**config.mk**
```make
export PLATFORM = sky130hd
export DESIGN_NAME = boot_copier
export DESIGN_NICKNAME = d
export VERILOG_FILES = /design/src/rtl/boot_copier.sv
export SDC_FILE = /design/constraint.sdc
export NUM_CORES = 1
export LEC_CHECK = 0
export CAP_MARGIN = 10
export CORE_ASPECT_RATIO = 1.1
export CORE_MARGIN = 3
export CORE_UTILIZATION = 37
export DETAILED_ROUTE_END_ITERATION = 7
export HOLD_SLACK_MARGIN = 0.08
export PLACE_DENSITY_LB_ADDON = 0.08
export SLEW_MARGIN = 20
export SYNTH_ARGS = -nofsm -noshare
export SYNTH_HDL_FRONTEND = slang
export SYNTH_SLANG_ARGS = --single-unit
export TNS_END_PERCENT = 5
```
**constraint.sdc**
```tcl
create_clock -name clk -period 3.4 [get_ports clk]
set_input_delay 0.68 -clock clk [delete_from_list [all_inputs] [get_ports clk]]
set_output_delay 0.68 -clock clk [all_outputs]
set_load 0.1 [all_outputs]
```
**src/rtl/boot_copier.sv**
```systemverilog
// boot_copier: reset-time boot sequencer. Copies WORDS 32-bit words from SPI flash
// (starting at flash word FLASH_WORD_OFFSET) into on-chip RAM, then releases the CPU.
//
// Optional feature macro: BOOT_COPY_CHECKSUM_EN
//   defined   -> checksum is the running mod-2^32 sum of every word written
//   undefined -> checksum is tied to zero and no adder exists
//
// Ports:
//   clk                 system clock, rising edge
//   reset               synchronous active-high; restarts the copy at word 0
//   flash_rstrb         one-cycle read strobe to spi_flash
//   flash_word_address  flash word address presented with the strobe
//   flash_rdata         word from flash, valid once flash_rbusy drops
//   flash_rbusy         flash transfer in progress
//   ram_addr            RAM byte address of the current word
//   ram_wdata           RAM write data (flash_rdata passthrough)
//   ram_wmask           byte write mask, 4'hF only in the write cycle
//   cpu_reset           processor reset, high until the copy completes
//   done                copy complete, sticky until reset
//   copy_count          number of words written so far
//   checksum            running sum of written words (see macro above)
module boot_copier #(
    parameter int unsigned WORDS             = 1536,
    parameter logic [14:0] FLASH_WORD_OFFSET = 15'h2000
) (
    input  logic        clk,
    input  logic        reset,
    output logic        flash_rstrb,
    output logic [14:0] flash_word_address,
    input  logic [31:0] flash_rdata,
    input  logic        flash_rbusy,
    output logic [31:0] ram_addr,
    output logic [31:0] ram_wdata,
    output logic [3:0]  ram_wmask,
    output logic        cpu_reset,
    output logic        done,
    output logic [11:0] copy_count,
    output logic [31:0] checksum
);

    typedef enum logic [4:0] {
        StIssue = 5'b00001,
        StArm   = 5'b00010,
        StWait  = 5'b00100,
        StWrite = 5'b01000,
        StDone  = 5'b10000
    } state_e;

    localparam logic [10:0] LastIdx = 11'(WORDS - 1);

    state_e      state_q, state_d;
    logic [10:0] idx_q;
    logic [11:0] count_q;

    always_ff @(posedge clk) begin
        if (reset) begin
            state_q <= StIssue;
            idx_q   <= '0;
            count_q <= '0;
        end else begin
            state_q <= state_d;
            if (state_q == StWrite) begin
                count_q <= count_q + 12'd1;
                // idx stays on the last word so the address outputs stay stable after done
                if (idx_q != LastIdx) begin
                    idx_q <= idx_q + 11'd1;
                end
            end
        end
    end

    always_comb begin
        state_d = state_q;
        unique case (state_q)
            StIssue: state_d = StArm;
            // spi_flash raises busy on the falling edge, so busy is not trusted here yet
            StArm:   state_d = StWait;
            StWait:  if (!flash_rbusy) state_d = StWrite;
            StWrite: state_d = (idx_q == LastIdx) ? StDone : StIssue;
            StDone:  state_d = StDone;
            default: state_d = StIssue;
        endcase
    end

    // Strobe and write are masked while reset is held so the block shows its idle values.
    assign flash_rstrb        = (state_q == StIssue) && !reset;
    assign ram_wmask          = ((state_q == StWrite) && !reset) ? 4'hF : 4'h0;
    assign flash_word_address = FLASH_WORD_OFFSET + {4'b0, idx_q};
    assign ram_addr           = {19'b0, idx_q, 2'b00};
    assign ram_wdata          = flash_rdata;
    assign done               = (state_q == StDone);
    assign cpu_reset          = ~done;
    assign copy_count         = count_q;

`ifdef BOOT_COPY_CHECKSUM_EN
    logic [31:0] sum_q;

    always_ff @(posedge clk) begin
        if (reset) begin
            sum_q <= '0;
        end else if (state_q == StWrite) begin
            sum_q <= sum_q + flash_rdata;
        end
    end

    assign checksum = sum_q;
`else
    assign checksum = 32'h0;
`endif

endmodule
```
==> flow_metrics.tcl <==
set metrics [dict create \
    status "complete, no violations" \
    ys_seq_area_share_pct 25.5 \
    synth_area_um2 2200 \
    arrival_ps 1890 \
    grt.busiest_layer "met2" \
    synth_cell_type_count 40 \
    die_h_um 86.8 \
    hold-path-endpoint "copy_count[10]$_SDFFE_PP0N_" \
    fin_worst_skew_ps 4.45 \
    r2r_end "idx_q[7]$_SDFFE_PP0P_" \
    drv_cap 0 \
    yosys-top-cells-area "buf_4, dfxtp_1, a21oi_1" \
    antenna_found_initial 0 \
    critPathCaptureType "output port" \
    route.vias.total 1526 \
    wl_um 4140 \
    setup_ws_ps 833 \
    hold_path.class "reg2reg" \
    cts_root_buf "clkbuf_8" \
    ir_drop_uv 230 \
    rsz0062_at_grt "false" \
    period_needed_ps 2570 \
    timing.rr.start "idx_q[1]$_SDFFE_PP0P_" \
    worst_pin_slew_ps 609 \
    hold_depth 2 \
    synth_top_area_cell "buf_4" \
    p_leak_uw 0.000900 \
    yosys_warnings 0 \
    start_util_pct 39.5 \
    postCtsSetupBuffers 0 \
    route.detailed.drc 0 \
    setup_viol 0 \
    port-buffer-count 43 \
    cp_max_fo 3 \
    hold_start "copy_count[10]$_SDFFE_PP0N_" \
    drive_above_1_share_pct 21.9 \
    drtIter0Drc 41 \
    synth_seq_cells 28 \
    yosysTopAreaCellShare_pct 35.2 \
    grt_overflow 0 \
    grt_pass1_vias 1305 \
    fillers 620 \
    cts_sinks 28 \
    powerDensity_nw_per_um2 407 \
    place_area_um2 2110 \
    r2r_slack_ps 1230 \
    drt-pass1-iter-count 4 \
    preCtsSetupSlack_ps 824 \
    post_cts_resized 0 \
    post-place-cells 336 \
    layoutNonFillerInstCount 340 \
    cts_buffers 3 \
    grt_pass1_wl_um 6170 \
    die_x_um 79.5 \
    num_io_pins 165 \
    dieArea_um2 6900 \
    grt_use_met2_pct 18.5 \
    hold_viol 0 \
    gp_congestion 0.719 \
    grtUsageTotal_pct 11.1 \
    slew_viol_final 0 \
    cts_tree "yes" \
    area_delta_synth_final_pct -1.65 \
    crit_path_start_kind "input pin" \
    grt_util_met1_pct 13.7 \
    crit_required_ps 2720 \
    diodes 0 \
    fin_nets 303 \
    max_clock_freq_ghz 0.390 \
    hpwlAfterDp_um 3160 \
    final_common_cell "conb_1" \
    syn_inst 271 \
    crit_type "in2out" \
    syn_avg_cell_area_um2 8.11 \
    grt_max_degree 30 \
    cts_max_level 1 \
    clk_latency_ps 270 \
    use_met3_pct 2.91 \
    clock_path_buffers 2 \
    core_um2 5570 \
    final_cell_area_um2 2160 \
    rows 28 \
    via_per_inst 4.49 \
    ctsHoldBuffers 0 \
    post_drt_wl_per_cell_um 12.2 \
    reg2regPathDepth 6 \
    path_clk_slew_ps 100 \
    slew_headroom_pct 59.0 \
    layout_common_cells "conb_1, buf_4, dfxtp_1" \
    ant_nets 0 \
    period_share_pct 75.5 \
]
[synth_stat cells (all sizes together)]
cell and number:
a21oi 15, a311oi 1, a31o 1, and2 1, and3 2, buf 107
clkbuf 5, conb 2, dfxtp 28, ha 2, inv 6, mux2 3
nand2 13, nand2b 1, nand3 11, nand4 3, nor2 16, nor2b 3
nor3 2, nor3b 1, nor4 9, nor4b 2, o211ai 1, o21a 1
o21ai 6, o311ai 2, o31a 1, o31ai 6, o41ai 2, or3 3
or3b 1, or4 7, or4b 1, xnor2 4, xor2 2
[flip-flops by register name, summed over array words and instances, names as in the netlist]
register    cells
copy_count     12
idx_q          11
state_q         5
[per-stage QoR]
step	power (uW)	setup TNS [ps]	hold WS [ps]	util, %
2_1_floorplan	893	-1070	525	-
5_1_grt	915	0	550	38.8
3_3_place_gp	679	0	494	37.8
4_1_cts	892	0	512	38.8
6_report	880	0	505	38.8
3_5_place_dp	679	0	496	37.8
[kinds of logic (layout without fill, tap and decap cells)]
| family | after synthesis | in the layout | share of synthesized area (%) |
|---|---|---|---|
| xor+xnor | 6 | 6 | 2.39 |
| buf+inv | 118 | 57 | 38.2 |
| mux | 3 | 3 | 1.71 |
| other cells | 2 | 57 | 0.342 |
| fa+ha+maj | 2 | 2 | 1.14 |
| compound gates | 36 | 36 | 10.3 |
| simple gates | 76 | 76 | 20.4 |
| flops | 28 | 28 | 25.5 |
[worst max-delay path by stage]
stage,end,start
after floorplan,ram_wmask[1],state_q[1]$_SDFFE_PP0P_
after global placement,flash_rstrb,reset
after detailed placement,flash_rstrb,reset
after CTS,flash_rstrb,reset
after global routing,ram_wmask[2],state_q[2]$_SDFFE_PP0P_
final,flash_rstrb,reset
[critical path, stage by stage]
cell             delay (ps)
clkdlybuf4s50_1         490
nor2_1                  130
nand2_1                  90
nor4_2                  280
buf_12                  220
[cell type report]
cell class | count | area (um^2) | share of cell area (%)
Tap cell | 75 | 93.8 | 4.34
Multi-Input combinational cell | 180 | 1010 | 46.7
Sequential cell | 28 | 561 | 25.9
Clock buffer | 4 | 55.1 | 2.55
Timing Repair Buffer | 47 | 420 | 19.4
Inverter | 6 | 22.5 | 1.04
[metal layers]
metal  vias up  wire length [um]
met2        70              1930
li1        763                 -
met4         0                65
met1       683              1770
met3        10               373
met5         -                 0
[power breakdown]
part | internal (uW) | switching, uW
Clock | 104 | 104
Sequential | 333 | 12.4
Combinational | 20.5 | 307
Total | 457 | 423
(Power assumes the default switching activity.)
